File: config.mk
export PLATFORM = sky130hd
export DESIGN_NAME = xava_obi_data_arbiter
export DESIGN_NICKNAME = d
export VERILOG_FILES = /design/src/rtl/xava_obi_pkg.sv /design/src/rtl/xava_obi_rsp_fifo.sv /design/src/rtl/xava_obi_data_arbiter.sv
export SDC_FILE = /design/constraint.sdc
export NUM_CORES = 1
export LEC_CHECK = 0
export ABC_AREA = 1
export CORE_AREA = 2 2 109 111
export DETAILED_ROUTE_END_ITERATION = 12
export DIE_AREA = 0 0 111 113
export GPL_TIMING_DRIVEN = 0
export PLACE_DENSITY = 0.66
export SYNTH_ARGS = -nofsm -noshare
export SYNTH_HDL_FRONTEND = slang
export SYNTH_SLANG_ARGS = --single-unit
File: constraint.sdc
create_clock -name clk_i -period 2.1 [get_ports clk_i]
set_clock_uncertainty 0.15 [all_clocks]
set_input_delay 0.21 -clock clk_i [delete_from_list [all_inputs] [get_ports clk_i]]
set_output_delay 0.21 -clock clk_i [all_outputs]
set_load 0.02 [all_outputs]
File: src/rtl/xava_obi_pkg.sv
// Shared types and helpers for the OBI data-port arbiter.
package xava_obi_pkg;

    typedef enum logic {
        ARB_FIXED = 1'b0,
        ARB_RR    = 1'b1
    } arb_mode_e;

    // Index width that stays at least one bit even for a single-entry range.
    function automatic int idx_w(input int n);
        return (n > 1) ? $clog2(n) : 1;
    endfunction

endpackage

File: src/rtl/xava_obi_rsp_fifo.sv
// Index FIFO remembering which master owns each accepted-but-unanswered transaction.
module xava_obi_rsp_fifo
    import xava_obi_pkg::*;
#(
    parameter int WIDTH = 1,
    parameter int DEPTH = 2
) (
    input  logic                         i_clk,
    input  logic                         i_rst,
    input  logic                         i_push,
    input  logic [WIDTH-1:0]             i_data,
    input  logic                         i_pop,
    output logic [WIDTH-1:0]             o_head,
    output logic                         o_full,
    output logic                         o_empty,
    output logic [$clog2(DEPTH+1)-1:0]   o_count
);
    localparam int PW = idx_w(DEPTH);
    localparam int CW = $clog2(DEPTH+1);

    logic [WIDTH-1:0] r_mem [DEPTH];
    logic [PW-1:0]    r_wr_ptr;
    logic [PW-1:0]    r_rd_ptr;
    logic [CW-1:0]    r_count;
    logic             w_push;
    logic             w_pop;

    // Pointers wrap explicitly so non-power-of-two depths work.
    function automatic logic [PW-1:0] ptr_inc(input logic [PW-1:0] p);
        return (p == PW'(DEPTH - 1)) ? '0 : p + 1'b1;
    endfunction

    assign w_push  = i_push & ~o_full;
    assign w_pop   = i_pop & ~o_empty;
    assign o_full  = (r_count == CW'(DEPTH));
    assign o_empty = (r_count == '0);
    assign o_count = r_count;
    assign o_head  = r_mem[r_rd_ptr];

    always_ff @(posedge i_clk) begin
        if (w_push) begin
            r_mem[r_wr_ptr] <= i_data;
        end
    end

    always_ff @(posedge i_clk) begin
        if (i_rst) begin
            r_wr_ptr <= '0;
            r_rd_ptr <= '0;
            r_count  <= '0;
        end else begin
            if (w_push) begin
                r_wr_ptr <= ptr_inc(r_wr_ptr);
            end
            if (w_pop) begin
                r_rd_ptr <= ptr_inc(r_rd_ptr);
            end
            case ({w_push, w_pop})
                2'b10:   r_count <= r_count + 1'b1;
                2'b01:   r_count <= r_count - 1'b1;
                default: r_count <= r_count;
            endcase
        end
    end

endmodule

File: src/rtl/xava_obi_data_arbiter.sv
// N-master to 1-slave OBI data-port arbiter with address-phase locking,
// pipelined outstanding transactions and in-order response routing.
module xava_obi_data_arbiter
    import xava_obi_pkg::*;
#(
    parameter int NUM_MASTERS     = 2,
    parameter int ADDR_WIDTH      = 32,
    parameter int DATA_WIDTH      = 32,
    parameter int MAX_OUTSTANDING = 2,
    parameter int ARB_MODE        = 1
) (
    input  logic                                  clk_i,
    input  logic                                  rst_i,
    input  logic [NUM_MASTERS-1:0]                m_req_i,
    output logic [NUM_MASTERS-1:0]                m_gnt_o,
    input  logic [NUM_MASTERS*ADDR_WIDTH-1:0]     m_addr_i,
    input  logic [NUM_MASTERS-1:0]                m_we_i,
    input  logic [NUM_MASTERS*DATA_WIDTH/8-1:0]   m_be_i,
    input  logic [NUM_MASTERS*DATA_WIDTH-1:0]     m_wdata_i,
    output logic [NUM_MASTERS-1:0]                m_rvalid_o,
    output logic [DATA_WIDTH-1:0]                 m_rdata_o,
    output logic                                  s_req_o,
    input  logic                                  s_gnt_i,
    output logic [ADDR_WIDTH-1:0]                 s_addr_o,
    output logic                                  s_we_o,
    output logic [DATA_WIDTH/8-1:0]               s_be_o,
    output logic [DATA_WIDTH-1:0]                 s_wdata_o,
    input  logic                                  s_rvalid_i,
    input  logic [DATA_WIDTH-1:0]                 s_rdata_i,
    output logic [$clog2(MAX_OUTSTANDING+1)-1:0]  outstanding_o,
    output logic                                  err_o
);
    localparam int IW = idx_w(NUM_MASTERS);
    localparam int BW = DATA_WIDTH / 8;
    localparam bit RR = (ARB_MODE == int'(ARB_RR));

    logic [IW-1:0] r_ptr;
    logic [IW-1:0] r_lock_sel;
    logic          r_locked;
    logic          r_err;
    logic [IW-1:0] w_cand;
    logic [IW-1:0] w_sel_free;
    logic          w_found;
    logic [IW-1:0] w_sel;
    logic [IW-1:0] w_head;
    logic          w_full;
    logic          w_empty;
    logic          w_hs;
    logic          w_rsp;

    // Scan from the RR pointer (or from index 0 in fixed mode) for the first requester.
    always_comb begin
        w_cand     = '0;
        w_sel_free = '0;
        w_found    = 1'b0;
        for (int i = 0; i < NUM_MASTERS; i++) begin
            w_cand = RR ? IW'((int'(r_ptr) + i) % NUM_MASTERS) : IW'(i);
            if (!w_found && m_req_i[w_cand]) begin
                w_sel_free = w_cand;
                w_found    = 1'b1;
            end
        end
    end

    assign w_sel   = r_locked ? r_lock_sel : w_sel_free;
    // full is registered, so a same-cycle response never re-opens the request path.
    assign s_req_o = (|m_req_i) & ~w_full & ~rst_i;
    assign w_hs    = s_req_o & s_gnt_i;
    assign w_rsp   = s_rvalid_i & ~w_empty;

    assign s_addr_o  = s_req_o ? m_addr_i[int'(w_sel)*ADDR_WIDTH +: ADDR_WIDTH] : '0;
    assign s_we_o    = s_req_o & m_we_i[w_sel];
    assign s_be_o    = s_req_o ? m_be_i[int'(w_sel)*BW +: BW] : '0;
    assign s_wdata_o = s_req_o ? m_wdata_i[int'(w_sel)*DATA_WIDTH +: DATA_WIDTH] : '0;
    assign m_rdata_o = s_rdata_i;
    assign err_o     = r_err;

    always_comb begin
        m_gnt_o        = '0;
        m_gnt_o[w_sel] = w_hs;
    end

    always_comb begin
        m_rvalid_o         = '0;
        m_rvalid_o[w_head] = w_rsp;
    end

    always_ff @(posedge clk_i) begin
        if (rst_i) begin
            r_ptr      <= '0;
            r_lock_sel <= '0;
            r_locked   <= 1'b0;
            r_err      <= 1'b0;
        end else begin
            if (w_hs) begin
                r_locked <= 1'b0;
                if (RR) begin
                    r_ptr <= (w_sel == IW'(NUM_MASTERS - 1)) ? '0 : w_sel + 1'b1;
                end
            end else if (s_req_o && !r_locked) begin
                r_locked   <= 1'b1;
                r_lock_sel <= w_sel;
            end
            if (s_rvalid_i && w_empty) begin
                r_err <= 1'b1;
            end
        end
    end

    xava_obi_rsp_fifo #(
        .WIDTH (IW),
        .DEPTH (MAX_OUTSTANDING)
    ) u_rsp_fifo (
        .i_clk   (clk_i),
        .i_rst   (rst_i),
        .i_push  (w_hs),
        .i_data  (w_sel),
        .i_pop   (s_rvalid_i),
        .o_head  (w_head),
        .o_full  (w_full),
        .o_empty (w_empty),
        .o_count (outstanding_o)
    );

    a_one_gnt: assert property (@(posedge clk_i) disable iff (rst_i) $onehot0(m_gnt_o));
    a_addr_stable: assert property (@(posedge clk_i) disable iff (rst_i)
        (s_req_o && !s_gnt_i) |=> (s_addr_o == $past(s_addr_o)));

endmodule

==> impl_metrics.tcl <==
set metrics [dict create \
    worst_setup_path_end_kind "output port" \
    clkTransAtPathRegs_ns 0.04 \
    antenna_found_initial 1 \
    ys_types 23 \
    ys_warn_count 0 \
    final_area_um2 4490 \
    worst_slack_ns 0.0576 \
    grt_pass1_vias 3034 \
    dpl.hpwl_um 8800 \
    async_flop_share 0 \
    cts_tree "built" \
    seqPwrFrac 0.136 \
    status "finished, final reports clean" \
    peakVddDrop_mv 0.400 \
    drv_cap 0 \
    wl_per_cell_um 14.4 \
    powerDensity_nw_per_um2 427 \
    grt_pass1_wl_um 15800 \
    initial_core_util 0.160 \
    vias_per_cell 4.16 \
    ys.flop_type "dfxtp_1" \
    drt_iter0_drc 130 \
    coreArea_um2 11300 \
    drcViolationCount 0 \
    crit_required_ns 1.74 \
    clock_path_buffers 2 \
    synth_common_cells "nor2_1 (152), o21ai_1 (69), buf_4 (34)" \
    ys_ff_latch 11 \
    cts_root_buf "clkbuf_16" \
    synth.most_common_cell "nor2_1" \
    finalCritPeriodShare 0.973 \
    cts.sinks 11 \
    hold_class "primary input to flip-flop" \
    die_x_um 111 \
    cts_made_buffers 3 \
    period_minus_slack_ns 2.04 \
    gr-total-overflow 0 \
    p_comb_frac 0.679 \
    grt_max_degree 12 \
    hold_viol_final 0 \
    relSlewSlack 0.812 \
    die_area_um2 12500 \
    p_switching_mw 0.780 \
    report.final.slew_viol_count 0 \
    start_kind "flip-flop" \
    numPortBuffers 252 \
    synth.avg_cell_area_um2 5.40 \
    postSynthCellCount 334 \
    fin_util 0.398 \
    grt_usage 0.155 \
    syn-cell-area_um2 1800 \
    regArea_um2 240 \
    detailed_place.area_um2 4500 \
    yosysTopAreaCell "nor2_1" \
    place_ws_ns -0.702 \
    io_pins 285 \
    synth_area_leaders "nor2_1 (32%), o21ai_1 (19%), buf_4 (14%), dfxtp_1 (10%), buf_6 (4.4%)" \
    drive_gt1_frac 0.250 \
    rsz0062_at_grt "true" \
    drtAntennaViolNets 0 \
    worstMarginPinSlew_ns 0.281 \
    vias 3076 \
    die_h_um 113 \
    area_delta_synth_final_pct 149 \
    power.leakage_nw 2.14 \
    multi_input_area_um2 1170 \
    first_pass_iters 4 \
    ys_seq_area_frac 0.133 \
    synth_edf_count 2 \
    fin_cells 740 \
    num-fill-cells 1220 \
    syn_nets 511 \
    cp.arrival_ns 1.68 \
    cp_max_fo 10 \
    clockPowerShare 0.185 \
    power_mw 1.92 \
    dp_cells 729 \
    switching_share 0.407 \
    cts_hold_buf 0 \
    fmax_ghz 0.490 \
    gp_congestion 0.830 \
    clock_latency_ns 0.24 \
    path_class "flip-flop to output port" \
    yosys.area.top_type_share 0.316 \
    p_int_mw 1.14 \
    nets 774 \
    setup_viol 0 \
    routed_wl_um 10700 \
    row_count 39 \
    htreeDepth 1 \
]
## power by group through the flow
stage | clock (mW) | combinational [mW] | sequential, mW
6_report | 0.355 | 1.30 | 0.260
5_1_grt | 0.367 | 1.40 | 0.263
4_1_cts | 0.356 | 1.29 | 0.258
3_5_place_dp | 0 | 1.34 | 0.261
3_3_place_gp | 0 | 1.33 | 0.260
2_1_floorplan | 0 | 0.617 | 0.268
## cells by family after synthesis
family | Yosys count | synth area share
AND/OR/NAND/NOR | 175 | 0.385
buffers and inverters | 68 | 0.253
AO/OA/AOI/OAI | 79 | 0.222
flip-flops | 11 | 0.133
adder cells (fa/ha/maj) | 1 | 0.00694
## metrics by stage
stage          hold slack [ns]  TNS (ns)
2_1_floorplan            0.132         0
3_3_place_gp             0.306    -40.09
3_5_place_dp             0.316    -39.53
4_1_cts                  0.324    -0.272
5_1_grt                  0.192   -0.0472
6_report                 0.134         0
## timing repair
item,in CTS,in global routing
gates resized for setup,291,44
cloned,1,1
setup buffers,4,1
endpoints found under the setup margin,72,72
pin swaps,1,5
## final cells by class
cell class / instances / area share
multi-input combinational: 256 / 0.260
tap: 143 / 0.0399
timing repair buffer: 258 / 0.509
antenna: 1 / 0.000558
buffer: 52 / 0.103
sequential: 11 / 0.0535
clock buffer: 3 / 0.0167
clock inverter: 1 / 0.00112
inverter: 15 / 0.0159
## state kept, by name, summed over array words and instances (netlist names), named ones only
name / flops
err_o: 1
r_lock_sel: 1
r_locked: 1
r_ptr: 1
u_rsp_fifo.o_count: 2
u_rsp_fifo.r_mem: 2
u_rsp_fifo.r_rd_ptr: 1
u_rsp_fifo.r_wr_ptr: 1
## worst paths after layout
| check | startpoint | end | slack (ns) | cells past startpoint |
|---|---|---|---|---|
| max reg2reg | u_rsp_fifo.o_count[0]$_SDFFE_PP0P_ | u_rsp_fifo.o_count[1]$_SDFFE_PP0P_ | 0.27 | 7 |
| min reg2reg | u_rsp_fifo.r_rd_ptr$_SDFFE_PP0P_ | u_rsp_fifo.r_rd_ptr$_SDFFE_PP0P_ | 0.32 | 2 |
| min | rst_i | u_rsp_fifo.r_wr_ptr$_SDFFE_PP0N_ | 0.13 | 2 |
| max | r_locked$_SDFFE_PP0P_ | s_wdata_o[1] | 0.06 | 6 |
## routing by layer
| metal | part of all wire | vias to the layer above | GRT usage | wire (um) |
|---|---|---|---|---|
| li1 | - | 1570 | - | - |
| met1 | 0.40 | 1339 | 0.178 | 4240 |
| met2 | 0.50 | 154 | 0.293 | 5370 |
| met3 | 0.079 | 13 | 0.0348 | 846 |
| met4 | 0.020 | 0 | 0.0383 | 218 |
| met5 | 0 | - | 0 | 0 |
## layout by cell type (no fill, tap or decap), types with 2 or more instances in the layout
master,instances
buf_4,47
nand2_8,2
nand2_4,3
clkbuf_16,4
nor2_4,2
edfxtp_1,2
buf_2,59
o21ai_1,70
a21oi_1,5
nand2_1,11
clkdlybuf4s50_1,179
nor2_2,3
dfxtp_1,9
inv_8,2
buf_8,3
nor2_1,149
nand4_1,2
inv_1,12
o21ai_0,2
clkdlybuf4s15_2,2
buf_6,14
## worst max-delay path, cell delays in order (launching register included)
cell	delay [ns]
dfxtp_1	0.45
nand2_2	0.21
nand2_8	0.17
buf_4	0.19
o21ai_1	0.09
nor2_2	0.16
buf_6	0.16
(Power assumes the default switching activity.)
